## config.mk

```make
export PLATFORM = sky130hd
export DESIGN_NAME = alu_seq
export DESIGN_NICKNAME = d
export VERILOG_FILES = /design/src/rtl/alu_seq.sv
export SDC_FILE = /design/constraint.sdc
export NUM_CORES = 1
export LEC_CHECK = 0
export ABC_AREA = 1
export CAP_MARGIN = 20
export CORE_MARGIN = 3
export CORE_UTILIZATION = 50
export CTS_CLUSTER_SIZE = 25
export DETAILED_ROUTE_END_ITERATION = 16
export PLACE_DENSITY = 0.91
export SLEW_MARGIN = 10
export SYNTH_ARGS = -nofsm -noshare
export SYNTH_HDL_FRONTEND = slang
export SYNTH_SLANG_ARGS = --single-unit
```

## constraint.sdc

```tcl
create_clock -name clk_i -period 2.9 [get_ports clk_i]
set_input_delay 0.29 -clock clk_i [delete_from_list [all_inputs] [get_ports clk_i]]
set_output_delay 0.29 -clock clk_i [all_outputs]
set_load 0.05 [all_outputs]
```

## src/rtl/alu_seq.sv

```systemverilog
// alu_seq: runs a W-bit operation through one external 4-bit ALU slice, one nibble per cycle.
// Latency: rsp_valid_o rises NIBBLES clock edges after the command handshake edge.
// Backpressure: one command in flight. cmd_ready_o is high only in IDLE. The result is held in DONE until rsp_ready_i.
//
// Ports:
//   clk_i, rst_i                 clock and synchronous active-high reset
//   cmd_valid_i / cmd_ready_o    command handshake; mode, select, a, b and cin are latched on accept
//   rsp_valid_o / rsp_ready_i    response handshake; f, cout and eq are the assembled result
//   alu_*_o                      drive the external slice while in RUN; all are zero otherwise
//   alu_f_i, alu_cout_i,         combinational slice outputs for the nibble currently presented
//   alu_cmp_i
module alu_seq #(
    parameter int NIBBLES = 4,
    localparam int W  = 4 * NIBBLES,
    localparam int IW = $clog2(NIBBLES)
) (
    input  logic         clk_i,
    input  logic         rst_i,
    input  logic         cmd_valid_i,
    output logic         cmd_ready_o,
    input  logic         cmd_mode_i,
    input  logic [3:0]   cmd_select_i,
    input  logic [W-1:0] cmd_a_i,
    input  logic [W-1:0] cmd_b_i,
    input  logic         cmd_cin_i,
    output logic         rsp_valid_o,
    input  logic         rsp_ready_i,
    output logic [W-1:0] rsp_f_o,
    output logic         rsp_cout_o,
    output logic         rsp_eq_o,
    output logic         alu_mode_o,
    output logic [3:0]   alu_select_o,
    output logic [3:0]   alu_a_o,
    output logic [3:0]   alu_b_o,
    output logic         alu_cin_o,
    input  logic [3:0]   alu_f_i,
    input  logic         alu_cout_i,
    input  logic         alu_cmp_i
);

    typedef enum logic [1:0] {IDLE, RUN, DONE} state_e;

    state_e         state_q, state_d;
    logic [IW-1:0]  idx_q, idx_d;
    logic           mode_q, mode_d;
    logic [3:0]     sel_q, sel_d;
    logic [W-1:0]   a_q, a_d;
    logic [W-1:0]   b_q, b_d;
    logic           cin_q, cin_d;
    logic [W-1:0]   res_q, res_d;
    logic           cout_q, cout_d;
    logic           eq_acc_q, eq_acc_d;
    // The visible eq flag is separate from the running accumulator.
    // This keeps the previous result's eq stable through IDLE and RUN.
    logic           eq_q, eq_d;
    logic           last_nib;

    assign last_nib    = (idx_q == IW'(NIBBLES - 1));
    assign cmd_ready_o = (state_q == IDLE);
    assign rsp_valid_o = (state_q == DONE);
    assign rsp_f_o     = res_q;
    assign rsp_cout_o  = cout_q;
    assign rsp_eq_o    = eq_q;

    // Slice drive: zero outside RUN.
    // The carry into nibble 0 is the command carry. Later nibbles use the carry registered from the previous nibble.
    always_comb begin
        alu_mode_o   = 1'b0;
        alu_select_o = 4'd0;
        alu_a_o      = 4'd0;
        alu_b_o      = 4'd0;
        alu_cin_o    = 1'b0;
        if (state_q == RUN) begin
            alu_mode_o   = mode_q;
            alu_select_o = sel_q;
            alu_a_o      = a_q[{idx_q, 2'b00} +: 4];
            alu_b_o      = b_q[{idx_q, 2'b00} +: 4];
            alu_cin_o    = (idx_q == '0) ? cin_q : cout_q;
        end
    end

    always_comb begin
        state_d  = state_q;
        idx_d    = idx_q;
        mode_d   = mode_q;
        sel_d    = sel_q;
        a_d      = a_q;
        b_d      = b_q;
        cin_d    = cin_q;
        res_d    = res_q;
        cout_d   = cout_q;
        eq_acc_d = eq_acc_q;
        eq_d     = eq_q;
        case (state_q)
            IDLE: begin
                if (cmd_valid_i) begin
                    mode_d   = cmd_mode_i;
                    sel_d    = cmd_select_i;
                    a_d      = cmd_a_i;
                    b_d      = cmd_b_i;
                    cin_d    = cmd_cin_i;
                    idx_d    = '0;
                    eq_acc_d = 1'b1;
                    state_d  = RUN;
                end
            end
            RUN: begin
                res_d[{idx_q, 2'b00} +: 4] = alu_f_i;
                cout_d   = alu_cout_i;
                eq_acc_d = eq_acc_q & alu_cmp_i;
                if (last_nib) begin
                    eq_d    = eq_acc_q & alu_cmp_i;
                    idx_d   = '0;
                    state_d = DONE;
                end else begin
                    idx_d = idx_q + 1'b1;
                end
            end
            DONE: begin
                if (rsp_ready_i) begin
                    state_d = IDLE;
                end
            end
            default: state_d = IDLE;
        endcase
    end

    always_ff @(posedge clk_i) begin
        if (rst_i) begin
            state_q  <= IDLE;
            idx_q    <= '0;
            mode_q   <= 1'b0;
            sel_q    <= 4'd0;
            a_q      <= '0;
            b_q      <= '0;
            cin_q    <= 1'b0;
            res_q    <= '0;
            cout_q   <= 1'b0;
            eq_acc_q <= 1'b1;
            eq_q     <= 1'b1;
        end else begin
            state_q  <= state_d;
            idx_q    <= idx_d;
            mode_q   <= mode_d;
            sel_q    <= sel_d;
            a_q      <= a_d;
            b_q      <= b_d;
            cin_q    <= cin_d;
            res_q    <= res_d;
            cout_q   <= cout_d;
            eq_acc_q <= eq_acc_d;
            eq_q     <= eq_d;
        end
    end

endmodule

```

==> reports/metrics.csv <==
stage,metric,value,unit
outcome,outcome,"complete, no violations",
sta,relSlewSlack,62.1,%
cells_and_area,diodes,0,
setup_path,crit_start,idx_q[1],
routing,post_drt_via_cell_ratio,5.10,
routing,wl,6.69,mm
pwr,internal_power,1.44,mW
yosys,syn_inst,383,
pwr,combPwrFrac,19.2,%
hold_path,hp-start,sel_q[2],
pwr,leakagePower,1.47,nW
sta,tightest_slew,0.568,ns
pwr,vdd_drop_max,0.000380,V
sta,drv_slew,0,
hold_path,holdCritPathClass,flop to flop,
cts,cts_resized,0,
floorplanning,row_count,26,
routing,drt_iter0_drc,128,
yosys,seq_area_frac_synth,44.7,%
cells_and_area,finalNetCount,510,
routing,drtAntennaViolNets,0,
setup_path,cp_cell_sequence,clkinv_1 > nor2_1 > o21ai_0 > a21oi_1 > clkdlybuf4s50_1,
grt,grt_first_pass_wirelength,11.1,mm
grt,grt_max_degree,46,
sta,setup_tns,0,ns
pwr,switching_share,29.0,%
cts,cts_setup_buffers,0,
setup_path,worstPathArrival,2.23,ns
setup_path,cp.required,2.61,ns
floorplanning,die_y,79.9,um
grt,grt_use_met3,8.24,%
cts,holdBufCountCts,0,
cts,tritoncts,yes,
routing,drt_first_pass_iters,4,
setup_path,critical_path_class,flop to output pin,
yosys,netlist_area,2730,sq um
cts,cts_root_buffer,clkbuf_8,
pwr,powerDensity,547,nW/um^2
sta,max_freq,396,MHz
floorplanning,core,5200,sq um
floorplanning,die_area,6390,sq um
grt,grt.busiest_layer,met2,
routing,vias,2708,
grt,grt_pass1_vias,2652,
cells_and_area,finalNonFillerCells,531,
sta,fin_crit_sh,87.0,%
placement,pre_cts_ws,0.734,ns
cells_and_area,syn_to_final_growth,35.2,%
setup_path,cp-end-kind,output pin,
cells_and_area,fin_util,71.0,%
setup_path,start_kind,flop,
grt,grtUsageMet1,24.6,%
pwr,clockPowerShare,35.0,%
placement,place_inst,516,
grt,antenna_found_initial,0,
setup_path,critPathMaxStageDelay,0.82,ns
routing,drc_errors,0,
cts,htreeDepth,3,
setup_path,critPathMaxFanout,11,
yosys,synth_warnings,0,
yosys,ys_types,25,
yosys,avgSynthCellArea,7.13,sq um
cells_and_area,drive_gt1_share,9.33,%
cts,cts_sinks,61,
floorplanning,pin_count,82,
cts,worstSkewPairLatency,0.34,ns
sta,worst_slack,0.376,ns
sta,setup_viol,0,
sta,finalHoldViolations,0,
floorplanning,die_w,79.9,um
floorplanning,start_util,52.5,%
run,cap_viol_max_count,0,
pwr,seqPwrFrac,45.9,%
sta,layout_min_cycle_time,2.52,ns
placement,gp_congestion,0.954,
pwr,p_sw,586,uW
placement,port-buffer-count,81,
placement,dp_hpwl,4.76,mm
cts,cts_buffers,9,
grt,grtUsageMet2,36.8,%
cts,clk_path_buf_depth,2,
yosys,synth_seq_cells,61,
setup_path,cp_slowest_cell,clkdlybuf4s50_1,
setup_path,r2r-start,idx_q[0],
grt,grt_overflow,0,
cts,path_clk_slew,0.06,ns
sta,fin_skew,0.00198,ns
cells_and_area,layout_common_cells,"nor2_1 (116), clkdlybuf4s50_1 (75), dfxtp_1 (61), o21ai_0 (52), nand2_1 (44)",
routing,wl_per_cell,12.6,um
yosys,synth_nets,436,
sta,grt_setup_unrepaired,no,
grt,grt_usage,22.3,%
cells_and_area,n_fill_cell,439,
cells_and_area,layout_commonest_cell,nor2_1,
## metal layers
| metal | part of all wire, % | vias up |
|---|---|---|
| li1 | - | 1368 |
| met1 | 42 | 1224 |
| met2 | 48 | 104 |
| met3 | 8.4 | 12 |
| met4 | 1.6 | 0 |
| met5 | 0 | - |
## metrics by stage
step	hold slack [ns]	power [mW]	cell area, sq um
after floorplan	0.415	1.20	2730
after global placement	0.444	1.32	3520
after detailed placement	0.449	1.33	3520
after CTS	0.459	2.04	3690
after global routing	0.481	2.13	3690
final	0.455	2.02	3690
## synthesized netlist by cell type
library cell    n  share of area, %
buf_4           2              0.55
buf_6           5               2.1
ha_1            5               2.3
nor2_4          2              0.82
inv_2           3              0.41
dfxtp_1        61                45
nand3_2         3               1.1
nor3_1          2              0.37
a21oi_1        31               5.7
nor2_1        116                16
nor2_2          2              0.46
clkinv_1        1              0.14
o21ai_1         5              0.92
inv_1          19               2.6
o21ai_0        52               9.5
inv_4           1              0.23
nor3_2          2              0.73
o211ai_1        1              0.27
clkbuf_2        3              0.55
nand3_1         6               1.1
nand2_1        44               6.0
clkbuf_1        5              0.69
buf_2           6               1.1
or2_2           4              0.92
nand2_4         2              0.82
## power groups by stage
stage	registers, mW	clock network (mW)	logic [mW]
floorplan	0.956	0	0.246
global placement	0.943	0	0.377
detailed placement	0.946	0	0.386
CTS	0.927	0.722	0.389
global route	0.934	0.770	0.430
finish	0.927	0.708	0.387
## worst max-delay path, delay by kind of cell, from the launching register on
family,cells,cell delay [ns]
DFF,1,0.33
buffers and inverters,2,1.11
AOI/OAI and AO/OA,2,0.26
and+or+nand+nor,1,0.19
## final cells by class
| type | instances | area (sq um) | area share, % |
|---|---|---|---|
| inverters | 24 | 92.6 | 2.51 |
| well taps | 70 | 87.6 | 2.37 |
| repair buffers | 84 | 831 | 22.5 |
| clock inverters | 6 | 55.1 | 1.49 |
| flip-flops and latches | 61 | 1220 | 33.1 |
| multi-input cells | 277 | 1280 | 34.7 |
| clock buffers | 9 | 124 | 3.35 |
## path summary, 6_finish.rpt
path                end  slack (ns)  depth (start not counted)
min reg2reg    sel_q[2]        0.46                          2
max reg2reg  rsp_f_o[3]        1.06                          7
max          alu_a_o[1]        0.38                          5
min            sel_q[2]        0.46                          2
## sequential cells by signal (all words and copies together), names as in the netlist
signal / flops
idx_q: 2
a_q: 16
rsp_eq_o: 1
rsp_f_o: 16
sel_q: 4
state_q: 2
rsp_cout_o: 1
b_q: 16
mode_q: 1
cin_q: 1
eq_acc_q: 1
## cells by family (layout without fill, tap and decap cells)
logic type	Yosys count	count (layout)	share of synthesized area [%]
AO/OA/AOI/OAI	89	89	16.4
adder cells (fa/ha/maj)	5	5	2.29
buffers and inverters	45	123	8.33
flip-flops	61	61	44.7
AND/OR/NAND/NOR	183	183	28.3
No activity file was read; power rests on OpenSTA's default activity.
